===== config.mk =====
export PLATFORM = sky130hd
export DESIGN_NAME = guia_0504
export DESIGN_NICKNAME = d
export VERILOG_FILES = /design/src/rtl/guia_05_pkg.sv /design/src/rtl/guia_0504_settle_cnt.sv /design/src/rtl/guia_0504.sv
export SDC_FILE = /design/constraint.sdc
export NUM_CORES = 1
export LEC_CHECK = 0
export CORE_MARGIN = 1.5
export CORE_UTILIZATION = 40
export DETAILED_ROUTE_END_ITERATION = 8
export PLACE_DENSITY = 0.62
export SLEW_MARGIN = 5
export SYNTH_ARGS = -nofsm -noshare
export SYNTH_HDL_FRONTEND = slang
export SYNTH_SLANG_ARGS = --single-unit

===== constraint.sdc =====
create_clock -name clk -period 2.1 [get_ports clk]
set_input_delay 0.42 -clock clk [delete_from_list [all_inputs] [get_ports clk]]
set_output_delay 0.42 -clock clk [all_outputs]
set_load 0.02 [all_outputs]

===== src/rtl/guia_05_pkg.sv =====
// guia_05_pkg: shared FSM states, table width and golden truth table
package guia_05_pkg;
  localparam int TBL_W = 4;
  localparam logic [TBL_W-1:0] EXPECTED_DEF = 4'b0100;
  typedef enum logic [1:0] {IDLE, DRIVE, SAMPLE, DONE} state_e;
endpackage


===== src/rtl/guia_0504_settle_cnt.sv =====
// guia_0504_settle_cnt: 4-bit settle counter, terminal count at SETTLE-1 (SETTLE=0 acts as 1)
module guia_0504_settle_cnt #(
  parameter int unsigned SETTLE = 1
) (
  input  logic clk,
  input  logic rst,
  input  logic clr,
  input  logic en,
  output logic tc
);
  localparam logic [3:0] LAST = 4'((SETTLE == 0 ? 1 : SETTLE) - 1);
  logic [3:0] cnt_q, cnt_d;
  // clear wins over count
  always_comb cnt_d = clr ? 4'd0 : en ? cnt_q + 4'd1 : cnt_q;
  // counter register
  always_ff @(posedge clk or posedge rst)
    if (rst) cnt_q <= 4'd0;
    else cnt_q <= cnt_d;
  assign tc = cnt_q == LAST;
endmodule


===== src/rtl/guia_0504.sv =====
// guia_0504: truth-table sweeper driving {a,b} and checking s_in against EXPECTED
module guia_0504
  import guia_05_pkg::*;
#(
  parameter int unsigned SETTLE = 1,
  parameter logic [TBL_W-1:0] EXPECTED = EXPECTED_DEF
) (
  input  logic             clk,
  input  logic             rst,
  input  logic             start,
  output logic             a,
  output logic             b,
  input  logic             s_in,
  output logic             busy,
  output logic             done,
  output logic [TBL_W-1:0] table_q,
  output logic [TBL_W-1:0] mismatch,
  output logic             pass
);
  state_e state_q, state_d;
  logic [1:0] idx_q, idx_d;
  logic [TBL_W-1:0] tbl_d, mm_d;
  logic pass_d, tc;
  guia_0504_settle_cnt #(.SETTLE(SETTLE)) u_cnt (
    .clk(clk),
    .rst(rst),
    .clr(state_q != DRIVE),
    .en (state_q == DRIVE),
    .tc (tc)
  );
  // next state and result capture; results only change on accepted start or sampling
  always_comb begin
    state_d = state_q;
    idx_d   = idx_q;
    tbl_d   = table_q;
    mm_d    = mismatch;
    pass_d  = pass;
    case (state_q)
      IDLE: if (start) begin
        state_d = DRIVE;
        idx_d   = 2'd0;
        tbl_d   = '0;
        mm_d    = '0;
        pass_d  = 1'b0;
      end
      DRIVE: state_d = tc ? SAMPLE : DRIVE;
      SAMPLE: begin
        tbl_d[idx_q] = s_in;
        mm_d[idx_q]  = s_in ^ EXPECTED[idx_q];
        state_d      = idx_q == 2'd3 ? DONE : DRIVE;
        idx_d        = idx_q == 2'd3 ? idx_q : idx_q + 2'd1;
      end
      DONE: begin
        pass_d  = mismatch == '0;
        state_d = IDLE;
      end
      default: state_d = IDLE;
    endcase
  end
  // state and result registers
  always_ff @(posedge clk or posedge rst)
    if (rst) begin
      state_q  <= IDLE;
      idx_q    <= 2'd0;
      table_q  <= '0;
      mismatch <= '0;
      pass     <= 1'b0;
    end else begin
      state_q  <= state_d;
      idx_q    <= idx_d;
      table_q  <= tbl_d;
      mismatch <= mm_d;
      pass     <= pass_d;
    end
  assign {a, b} = (state_q == DRIVE || state_q == SAMPLE) ? idx_q : 2'b00;
  assign busy   = state_q != IDLE;
  assign done   = state_q == DONE;
endmodule


# Word-level counts from Yosys, hierarchy flattened
# Index checks and enable logic that the tools add are counted.
dict set report word_totals {
  wordCells 51
  output_inout_bits 13
  inputBits 4
  reg_bits 17
}
dict set report classes {
  n_reduce_logical 12
  bitwise 1
  eq_ne 7
  n_addsub 2
  mux 21
  n_lt_le_gt_ge 2
}
# operator count
set ops {}
lappend ops {{4-bit one-hot mux with 2 select lines} 2}
lappend ops {{2-bit two-way mux} 6}
lappend ops {{4-bit two-way mux} 3}
lappend ops {{4-bit bitwise mux} 2}
lappend ops {{4-bit zero test} 2}
lappend ops {{2-bit one-hot mux with 4 select lines} 1}
lappend ops {{2-bit nonzero test} 4}
lappend ops {{2-bit equality test, second input constant} 3}
lappend ops {{4-bit by 1-bit adder with 4-bit output, second input constant} 1}
lappend ops {{2-bit != test, second input constant} 2}
lappend ops {{2-bit one-hot mux with 2 select lines} 1}
lappend ops {{2-bit AND reduction} 2}
lappend ops {{2-bit by 3-bit < comparator with 1-bit output, second input constant} 1}
lappend ops {{1-bit two-way mux} 3}
lappend ops {{3-bit AND reduction} 1}
lappend ops {{2-bit by 1-bit adder with 2-bit output, second input constant} 1}
lappend ops {{1-bit binary-select mux with 2-bit select} 1}
lappend ops {{1-bit demux with 2-bit select} 1}
lappend ops {{2-bit by 1-bit equality test with 1-bit output, second input constant} 1}
lappend ops {{2-bit by 1-bit >= comparator with 1-bit output, second input constant} 1}
lappend ops {{2-bit zero test} 1}
lappend ops {{2-bit by 1-bit != test with 1-bit output, second input constant} 1}
lappend ops {{1-bit one-hot mux with 2 select lines} 1}
lappend ops {{1-bit logical AND} 1}
lappend ops {{other kinds (2)} 2}

# Longest topological paths before layout
# Gate-level depths: netlist of the first run.
dict set report depth {
  ltp_word 6
  depth_mapped 7
  depth_no_buf 6
}

# Cells and area by module
# Synthesis of the first run repeated with hierarchy kept, for this count alone.
dict set report hier_totals {
  cells_unflattened 107
  hier_area_um2 1118.6
}
# mod cells_per_inst area_per_inst_um2 n_inst seq_area_each_um2
set modules_own_cells {}
lappend modules_own_cells {guia_0504 86 894.6 1 325.3}
lappend modules_own_cells {guia_0504_settle_cnt 21 224.0 1 100.1}

# Worst setup path after synthesis of the first run
# No wires, ideal clock.
dict set report synth_path {
  path_kind {register -> register}
  start {reg idx_q[0]}
  end {reg mismatch[3]}
  period_less_slack_ns 1.515
  setup_slack_ns 0.585
  path_stages_with_launch 7
  t_arrival_ns 1.394
  t_required_ns 1.979
  cell_sequence {dfrtp_1 inv_1 ha_1 ha_1 nand2b_1 o22ai_1 a22o_1}
}
dict set report synth_via {
  elab_chain_cells 6
  word_cells_on_any_way 10
}
# element line
set synth_lines {}
lappend synth_lines {{start: declaration} guia_0504.sv:21} ;# logic [1:0] idx_q, idx_d;
lappend synth_lines {{start signal: assignment} guia_0504.sv:70} ;# idx_q <= idx_d;
lappend synth_lines {{2-bit by 3-bit < comparator with 1-bit output (not written as such) / 2-bit by 1-bit >= comparator with 1-bit output (equally long branches)} guia_0504.sv:49} ;# mm_d[idx_q] = s_in ^ EXPECTED[idx_q];
lappend synth_lines {{1-bit logical AND (not written as such)} guia_0504.sv:49}
lappend synth_lines {{1-bit two-way mux (not written as such)} guia_0504.sv:49}
lappend synth_lines {{1-bit demux with 2-bit select} guia_0504.sv:49}
lappend synth_lines {{4-bit bitwise mux *} guia_0504.sv:49}
lappend synth_lines {{4-bit one-hot mux with 2 select lines *} guia_0504.sv:38} ;# case (state_q)
lappend synth_lines {{end signal: assignment} guia_0504.sv:72} ;# mismatch <= mm_d;
lappend synth_lines {{end: declaration} guia_0504.sv:17} ;# output logic [TBL_W-1:0] mismatch,
# Every way passes the cells marked *; elsewhere a longest branch is shown, timed or not. The select of a mux whose other input is x is not followed.
# A chain may end at the register's enable or synchronous reset.

# Worst setup path after layout of the first run
dict set report layout_path {
  start {reg state_q[0]}
  end {out b}
}
dict set report layout_via {
  elab_chain_cells 3
  word_cells_on_any_way 4
}
# element line
set layout_lines {}
lappend layout_lines {{start: declaration} guia_0504.sv:20} ;# state_e state_q, state_d;
lappend layout_lines {{start signal: assignment} guia_0504.sv:69} ;# state_q <= state_d;
lappend layout_lines {{2-bit by 1-bit equality test with 1-bit output / 2-bit equality test (equally long branches)} guia_0504.sv:75} ;# assign {a, b} = (state_q == DRIVE || state_q == SAMPLE) ? idx_q : 2'b00;
lappend layout_lines {{1-bit logical OR *} guia_0504.sv:75}
lappend layout_lines {{2-bit two-way mux *} guia_0504.sv:75}
lappend layout_lines {{end: declaration} guia_0504.sv:12} ;# output logic b,
# Every way passes the cells marked *; elsewhere a longest branch is shown, timed or not.

==> impl_metrics.json, run 1 <==
{
  "status": "finished clean",
  "p_clk_frac": 0.117,
  "cap_viol_max_count": 0,
  "synth-edff-count": 0,
  "viasPerCell": 5.02,
  "ys_seq_area_frac": 0.391,
  "grt_start_max_net_pins": 18,
  "rows": 18,
  "syn_nets": 130,
  "routedWlPerCell_um": 13.0,
  "slowest_stage": "dfrtp_1",
  "cts-root-buf": "clkbuf_4",
  "clk_pin_slew_ns": 0.10,
  "yosys-top-cells-count": "dfrtp_1 (17), inv_1 (15), ha_1 (13), a22o_1 (8), nand2_1 (8)",
  "fin_skew_ns": 0.00387,
  "drc_errors": 0,
  "tritoncts": "done",
  "crit_buf_inv": 2,
  "num-fill-cells": 238,
  "async_flop_share": 1.00,
  "cts_buffer_depth": 2,
  "sequentialPowerShare": 0.327,
  "tns_ns": 0,
  "dp_hpwl_mm": 1.48,
  "antenna_found_initial": 0,
  "grt.overflow.total": 0,
  "areaGrowthSynthToFinish_pct": 18.2,
  "grt_pass1_wl_mm": 3.28,
  "maxSlewHeadroom": 0.552,
  "die_w_um": 55.1,
  "grt_pass1_vias": 717,
  "vdd_drop_max_mv": 0.740,
  "rsz0062_at_grt": "false",
  "antenna-diode-count": 0,
  "avgSynthCellArea_um2": 9.62,
  "synthMostInstantiatedCell": "dfrtp_1",
  "hp-class": "reg -> reg",
  "cts_made_buffers": 3,
  "post-synth-top-area-cell": "dfrtp_1",
  "finalWirelength_mm": 2.07,
  "ys.flop_type": "dfrtp_1",
  "drt_first_pass_iters": 4,
  "ys_types": 26,
  "die_y_um": 55.1,
  "core_mm2": 0.00252,
  "required_ns": 1.68,
  "switchingPower_mw": 0.679,
  "fin_nets": 148,
  "cts_max_level": 1,
  "final-max-slew-violation-count": 0,
  "period_minus_slack_ns": 1.99,
  "first_iter_violations": 7,
  "ant_nets": 0,
  "drive_gt1_frac": 0.0615,
  "netlist_area_mm2": 0.00109,
  "worstPathMaxFanout": 4,
  "io_buffers": 16,
  "setup_violations": 0,
  "total_leakage_power_nw": 0.593,
  "comb_power_share": 0.556,
  "hold_viol": 0,
  "grtUsageTotal": 0.157,
  "clock_latency_ns": 0.29,
  "initial_core_util": 0.431,
  "synth-seq-cells": 17,
  "fmax_mhz": 504,
  "syn_inst": 113,
  "cts_setup_buffers": 0,
  "utilization": 0.509,
  "place_congestion": 0.732,
  "arrival_ns": 1.57,
  "yosysWarnings": 0,
  "critical-path-max-stage-delay_ns": 0.42,
  "clock-sinks": 17,
  "path_cells": "inv_1 -> ha_1 -> and2_1 -> dlygate4sd2_1",
  "die-area_mm2": 0.00304,
  "crit_type": "reg -> out",
  "p_per_area_mw_per_mm2": 1220,
  "cp_top_family": "flip-flops",
  "netlist_top_cells_area": "dfrtp_1 (39%), ha_1 (15%), a22o_1 (6.4%), inv_1 (5.2%), o22ai_1 (3.5%)",
  "crit_path_start_kind": "flop",
  "vias": 803,
  "tightest_slew_ns": 0.672,
  "post-synth-top-area-fraction": 0.391,
  "period_share": 0.946,
  "p_sw_frac": 0.432,
  "ios": 17,
  "cp-end-kind": "primary output",
  "hold_buffers": 0,
  "internal-power_mw": 0.892
}
==> sequential cells by signal (all words and copies together) (netlist names) <==
| name | cells |
|---|---|
| idx_q | 2 |
| table_q | 4 |
| mismatch | 4 |
| u_cnt.cnt_q | 4 |
| state_q | 2 |
| pass | 1 |
==> what timing repair did <==
| action | CTS | global route |
|---|---|---|
| endpoints found under the setup margin | 3 | 0 |
| hold endpoints to repair | 0 | 0 |
| resized for setup | 3 | 0 |
==> worst paths after layout <==
kind / startpoint / endpoint / slack [ns] / cells past startpoint
min: u_cnt.cnt_q[0] / u_cnt.cnt_q[0] / 0.49 / 1
max reg2reg: state_q[1] / mismatch[3] / 0.43 / 6
max: state_q[0] / b / 0.11 / 4
min reg2reg: u_cnt.cnt_q[0] / u_cnt.cnt_q[0] / 0.49 / 1
max in group asynchronous: rst / pass / 1.16 / 2
min in group asynchronous: rst / table_q[0] / 0.51 / 2
==> power by group through the flow <==
stage / clock (mW) / combinational (mW) / sequential [mW]
2_1_floorplan: 0 / 0.587 / 0.554
3_3_place_gp: 0 / 0.886 / 0.516
3_5_place_dp: 0 / 0.890 / 0.524
4_1_cts: 0.193 / 0.881 / 0.516
5_1_grt: 0.210 / 0.962 / 0.532
6_report: 0.183 / 0.873 / 0.515
==> routing by layer <==
metal  part of all wire  global-route usage
met5                  0                   0
met4             0.0072              0.0610
met3              0.033              0.0403
met2               0.46               0.254
met1               0.50               0.201
==> cell families (layout without fill, tap and decap cells) <==
kind of cell,Yosys count,in the layout,share of synthesized area
mux,2,2,0.0184
buf+inv,20,37,0.0863
xor+xnor,2,2,0.0161
fa+ha+maj,13,13,0.150
compound gates,28,28,0.183
simple gates,31,31,0.155
flops,17,17,0.391
==> area by class of cell <==
| cell class | count | area, µm² | area share |
|---|---|---|---|
| timing repair buffer | 18 | 171 | 0.133 |
| tap | 30 | 37.5 | 0.0292 |
| clock buffer | 4 | 26.3 | 0.0204 |
| multi-input combinational | 76 | 568 | 0.442 |
| sequential | 17 | 425 | 0.331 |
| inverter | 15 | 56.3 | 0.0438 |
==> cells in the final DEF, fill, tap and decap left out <==
master,count
mux2i_1,2
dfrtp_1,17
o21ai_2,1
ha_1,13
xor2_1,1
nor4_1,1
and2_1,5
buf_4,2
nand2b_1,3
o211ai_1,2
nand2_1,8
xnor2_1,1
nor2_1,3
clkdlybuf4s50_1,13
a22o_1,8
a21boi_0,2
clkbuf_1,1
nand3_1,4
o21ai_1,1
clkbuf_4,3
nor2b_4,1
dlygate4sd2_1,3
inv_1,15
nor2b_1,5
o31a_1,1
a32oi_1,1
or2_2,1
o22ai_1,6
o21ai_0,6
==> stage by stage <==
stage / cells / worst slack [ns] / total power, mW / hold slack [ns] / instance area (µm²)
2_1_floorplan: 113 / 0.585 / 1.14 / 0.346 / 1090
3_3_place_gp: 156 / 0.213 / 1.40 / 0.478 / 1260
3_5_place_dp: 156 / 0.180 / 1.41 / 0.478 / 1260
4_1_cts: 160 / 0.0841 / 1.59 / 0.494 / 1280
5_1_grt: 160 / 0.00756 / 1.70 / 0.513 / 1280
6_report: 160 / 0.114 / 1.57 / 0.493 / 1280
No activity file was read; power rests on OpenSTA's default activity.
==> run 2, diff against run 1 <==
Settings changed: CORE_ASPECT_RATIO set to 1.75, SLEW_MARGIN 5 to 10.
==> run 2 against run 1 <==
Effect of this change: core utilization rose by 1.0 points; sequential share of layout area decreased by 0.66 points; count of clock-buffer cells in the layout decreased by 1; global-route usage rose by 0.83 points; critical path type unchanged; critical endpoint unchanged; largest cell class unchanged.
==> impl_metrics.json, run 2 (synthesized netlist as in run 1, its figures left out) <==
{
  "final_cell_mix": "dfrtp_1 (17), inv_1 (15), ha_1 (13), clkdlybuf4s50_1 (13)",
  "crit_type": "reg -> out",
  "finalWirelength_mm": 2.37,
  "hold_buffers": 0,
  "cp-end-kind": "primary output",
  "io_buffers": 16,
  "fin_area_mm2": 0.00131,
  "busiest_layer": "met2",
  "clock-sinks": 17,
  "total_leakage_power_nw": 0.614,
  "layout_commonest_cell": "dfrtp_1",
  "cap_viol_max_count": 0,
  "grt.overflow.total": 0,
  "crit_path_start_kind": "flop",
  "dp_cells": 153,
  "initial_core_util": 0.431,
  "grt.met1_usage": 0.182,
  "crit_buf_inv": 2,
  "hold_viol": 0,
  "period_share": 0.930,
  "slowest_stage": "dfrtp_1",
  "drc_errors": 0,
  "vdd_drop_max_mv": 0.568,
  "cp_top_family": "buffers and inverters",
  "tightest_slew_ns": 0.672,
  "fmax_mhz": 512,
  "die_w_um": 42.4,
  "grt_pass1_wl_mm": 3.85,
  "final-max-slew-violation-count": 0,
  "period_minus_slack_ns": 1.95,
  "p_per_area_mw_per_mm2": 1270,
  "drive_gt1_frac": 0.0763,
  "die-area_mm2": 0.00305,
  "areaGrowthSynthToFinish_pct": 20.6,
  "clk_pin_slew_ns": 0.07,
  "arrival_ns": 1.53,
  "met2_usage": 0.308,
  "utilization": 0.520,
  "vias": 859,
  "ios": 17,
  "maxSlewHeadroom": 0.552,
  "core_mm2": 0.00252,
  "status": "finished clean",
  "fin_nets": 149,
  "grtUsageTotal": 0.166,
  "rows": 24,
  "use_met3": 0.0149,
  "placed_cell_area_mm2": 0.00126,
  "rsz0062_at_grt": "false",
  "routedWlPerCell_um": 15.1,
  "cts_max_level": 1,
  "fin_skew_ns": 0.00567,
  "cp.depth": 4,
  "antenna-diode-count": 0,
  "first_iter_violations": 29,
  "cts-root-buf": "clkbuf_8",
  "antenna_found_initial": 0,
  "cts_made_buffers": 3,
  "grt_pass1_vias": 871,
  "required_ns": 1.68,
  "power_mw": 1.67,
  "dp_hpwl_mm": 1.76,
  "setup_violations": 0,
  "tritoncts": "done",
  "top_regs": "mismatch (4), table_q (4), u_cnt.cnt_q (4)",
  "cts_buffer_depth": 2,
  "place_congestion": 0.769,
  "viasPerCell": 5.47,
  "clock_latency_ns": 0.26,
  "grt_start_max_net_pins": 18,
  "rr_worst_depth": 6,
  "critical-path-max-stage-delay_ns": 0.40,
  "die_y_um": 72.0,
  "tns_ns": 0,
  "path_cells": "inv_1 -> ha_1 -> and2_1 -> dlygate4sd2_1",
  "drt_first_pass_iters": 4,
  "num-fill-cells": 253,
  "min_path_cells": 1,
  "worstPathMaxFanout": 4,
  "fin_cells": 157,
  "hp-class": "reg -> reg",
  "ant_nets": 0
}
-- run 2: cell types whose count changed in the layout (fill, tap and decap cells not counted) --
cell,change
dlymetal6s2s_1,+1
buf_4,+1
clkbuf_1,-1
dlygate4sd2_1,-1
clkbuf_4,-3
clkbuf_8,+3
clkinv_2,+1
-- run 2: final timing paths --
| path | startpoint | to | slack, ns |
|---|---|---|---|
| worst max-delay path | state_q[0] | b | 0.15 |
| worst min-delay path | u_cnt.cnt_q[0] | u_cnt.cnt_q[0] | 0.51 |
| worst max register to register | state_q[0] | mismatch[3] | 0.40 |
| worst min register to register | u_cnt.cnt_q[0] | u_cnt.cnt_q[0] | 0.51 |
| max in group asynchronous | rst | u_cnt.cnt_q[3] | 1.11 |
| min in group asynchronous | rst | mismatch[0] | 0.55 |
-- run 2: power by group --
| group | switching, mW | internal, mW | leakage, nW |
|---|---|---|---|
| clock network | 0.125 | 0.132 | 0.0255 |
| registers | 0.0942 | 0.423 | 0.227 |
| logic | 0.493 | 0.403 | 0.361 |
-- run 2: layout make-up --
cell class              count  area [µm²]  area share
multi-input cells          76         568       0.433
repair buffers             19         183       0.139
clock buffers               3        41.3      0.0315
flip-flops and latches     17         425       0.324
clock inverters             1        5.00     0.00382
inverters                  15        56.3      0.0429
well taps                  26        32.5      0.0248
-- run 2: metrics by stage --
step	hold WS, ns	worst slack [ns]
6_report	0.506	0.146
5_1_grt	0.531	0.0994
4_1_cts	0.512	0.0213
3_5_place_dp	0.501	0.190
3_3_place_gp	0.492	0.228
2_1_floorplan	0.346	0.585
-- run 2: timing repair --
item                       4_1_cts  5_1_grt
setup endpoints to repair        2        1
setup buffers                    0        0
cloned                           0        0
pin swaps                        0        0
gates resized for setup          2        1
-- run 2: layer usage --
layer / share of wire / up-vias
met5: 0 / -
met4: 0.028 / 0
met2: 0.54 / 13
met3: 0.025 / 6
met1: 0.41 / 425
li1: - / 415
==> run 3, diff against run 2 <==
Settings changed: CELL_PAD_IN_SITES_DETAIL_PLACEMENT set to 0, CELL_PAD_IN_SITES_GLOBAL_PLACEMENT set to 2, CORE_ASPECT_RATIO 1.75 to 0.9, CORE_UTILIZATION 40 to 34, PLACE_DENSITY 0.62 to 0.78, SYNTH_HIERARCHICAL set to 1.
==> run 3 against run 2 <==
Effect of this change: maximum frequency shrank 0.81%; critical path type unchanged; critical path depth unchanged; combinational power shrank 8.7%; via count shrank 2.6%; hold slack lost 0.17 ns; routed wire length down 5.9%; area after synthesis increased by 2.9%; power decreased by 12%; highest routed layer unchanged; clock power is 32% lower; worst setup slack worse by 0.016 ns; first-iteration DRC count up 10%; sequential power shrank 8.3%.
==> impl_metrics.json, run 3 <==
{
  "ys.flop_type": "dfrtp_1",
  "core_mm2": 0.00309,
  "hold_slack_ns": 0.334,
  "worstPathMaxFanout": 5,
  "required_ns": 1.68,
  "grt.overflow.total": 0,
  "setup_violations": 0,
  "viasPerCell": 4.92,
  "ant_nets": 0,
  "cp-end-kind": "primary output",
  "post-synth-top-area-cell": "dfrtp_1",
  "die_y_um": 57.4,
  "initial_core_util": 0.362,
  "clock-sinks": 17,
  "vias": 837,
  "tns_ns": 0,
  "yosysWarnings": 6,
  "grtUsageTotal": 0.146,
  "die_w_um": 63.5,
  "ys_seq_area_frac": 0.380,
  "finalWirelength_mm": 2.23,
  "vdd_drop_max_mv": 0.508,
  "p_per_area_mw_per_mm2": 1080,
  "drt_first_pass_iters": 4,
  "num-fill-cells": 324,
  "clock_latency_ns": 0.29,
  "grt_start_max_net_pins": 14,
  "critical-path-max-stage-delay_ns": 0.40,
  "first_iter_violations": 32,
  "hp-class": "in -> async",
  "final-max-slew-violation-count": 0,
  "rr_worst_depth": 5,
  "synthMostInstantiatedCell": "dfrtp_1",
  "syn_nets": 126,
  "areaGrowthSynthToFinish_pct": 21.7,
  "yosys-top-cells-count": "dfrtp_1 (17), ha_1 (15), inv_1 (13), nor2_1 (6), o21ai_0 (5)",
  "synth-seq-cells": 17,
  "cap_viol_max_count": 0,
  "grt_pass1_wl_mm": 4.08,
  "status": "finished clean",
  "total_leakage_power_nw": 0.650,
  "die-area_mm2": 0.00364,
  "p_sw_frac": 0.428,
  "crit_type": "reg -> out",
  "arrival_ns": 1.55,
  "antenna_found_initial": 0,
  "seqCellArea_um2": 425,
  "final_cell_mix": "dfrtp_1 (17), ha_1 (15), inv_1 (13)",
  "cp_top_family": "buffers and inverters",
  "io_buffers": 16,
  "rsz0062_at_grt": "false",
  "hold_viol": 0,
  "period_share": 0.938,
  "cts_max_level": 1,
  "clk_pin_slew_ns": 0.10,
  "slowest_stage": "dfrtp_1",
  "rows": 19,
  "syn_inst": 107,
  "multiInputGateArea_um2": 633,
  "cts_made_buffers": 3,
  "routedWlPerCell_um": 13.1,
  "netlist_area_mm2": 0.00112,
  "path_cells": "inv_1 -> ha_1 -> and2_1 -> dlygate4sd2_1",
  "netlist_top_cells_area": "dfrtp_1 (38%), ha_1 (17%), inv_1 (4.4%), mux2_4 (2.7%), a22o_1 (2.3%)",
  "antenna-diode-count": 0,
  "maxSlewHeadroom": 0.667,
  "top_regs": "mismatch (4), table_q (4), u_cnt/cnt_q (4)",
  "drive_gt1_frac": 0.0938,
  "cts_buffer_depth": 2,
  "switchingPower_mw": 0.628,
  "tritoncts": "done",
  "drc_errors": 0,
  "place_congestion": 0.736,
  "comb_power_share": 0.558,
  "avgSynthCellArea_um2": 10.5,
  "synth-edff-count": 0,
  "period_minus_slack_ns": 1.97,
  "crit_buf_inv": 2,
  "dp_hpwl_mm": 1.77,
  "fmax_mhz": 508,
  "internal-power_mw": 0.839,
  "ys_types": 38,
  "layout_commonest_cell": "dfrtp_1",
  "fin_nets": 148,
  "grt_pass1_vias": 861,
  "p_clk_frac": 0.119,
  "ios": 17,
  "post-synth-top-area-fraction": 0.380,
  "async_flop_share": 1.00,
  "cp.depth": 4,
  "fin_skew_ns": 0.000525,
  "sequentialPowerShare": 0.323,
  "crit_path_start_kind": "flop",
  "tightest_slew_ns": 0.499,
  "cts-root-buf": "clkbuf_4"
}
## run 3: cell families after synthesis
group / count (synthesis) / share of synthesized area
compound gates: 26 / 0.170
xor+xnor: 2 / 0.0157
fa+ha+maj: 15 / 0.168
buf+inv: 14 / 0.0537
flops: 17 / 0.380
mux: 3 / 0.0358
simple gates: 30 / 0.177
## run 3: repair_timing
action                     4_1_cts  5_1_grt
buffers inserted                 0        0
gates resized for setup          3        1
setup endpoints to repair        3        1
hold buffers                     0        0
## run 3: power by group through the flow
stage	registers (mW)	clock network, mW	logic (mW)
6_report	0.474	0.175	0.818
2_1_floorplan	0.519	0	0.529
3_3_place_gp	0.479	0	0.836
3_5_place_dp	0.481	0	0.842
5_1_grt	0.489	0.208	0.940
4_1_cts	0.475	0.184	0.829
## run 3: layout make-up
class	count	area share
flip-flops and latches	17	0.312
clock buffers	3	0.0165
well taps	42	0.0386
clock inverters	1	0.00368
repair buffers	18	0.128
multi-input cells	76	0.465
inverters	13	0.0358
## run 3: path summary, 6_finish.rpt
path                             start              to  slack (ns)
setup / recovery            state_q[1]               a        0.13
hold / removal                     rst  u_cnt/cnt_q[3]        0.33
setup reg to reg            state_q[1]      table_q[2]        0.42
hold reg to reg            mismatch[0]            pass        0.51
max in group asynchronous          rst        idx_q[0]        1.29
min in group clk           mismatch[0]            pass        0.51
## run 3: per-stage QoR
step	total power [mW]	std cells	setup WS [ns]	utilization	area [µm²]
final	1.47	170	0.130	0.440	1360
after detailed placement	1.32	166	0.236	0.432	1340
after CTS	1.49	170	0.0697	0.440	1360
after global placement	1.31	166	0.269	0.432	1340
after global routing	1.64	170	0.0140	0.440	1360
after floorplan	1.05	107	0.537	-	1120
## run 3: worst reg2reg max path, delay by kind of cell, from the launching register on
| kind | cells | cell delay [ns] |
|---|---|---|
| flip-flops | 1 | 0.40 |
| multiplexers | 1 | 0.36 |
| AO/OA/AOI/OAI | 2 | 0.34 |
| adder cells (fa/ha/maj) | 1 | 0.33 |
| buffers and inverters | 1 | 0.15 |
## run 3: per-layer routing
metal  wire length [µm]  GRT usage  up-vias  share of wire
met1               1240      0.214      395           0.56
li1                   -          -      424              -
met5                  0          0        -              0
met2                911      0.212       16           0.41
met3                 51     0.0414        2          0.023
met4                 27     0.0373        0          0.012
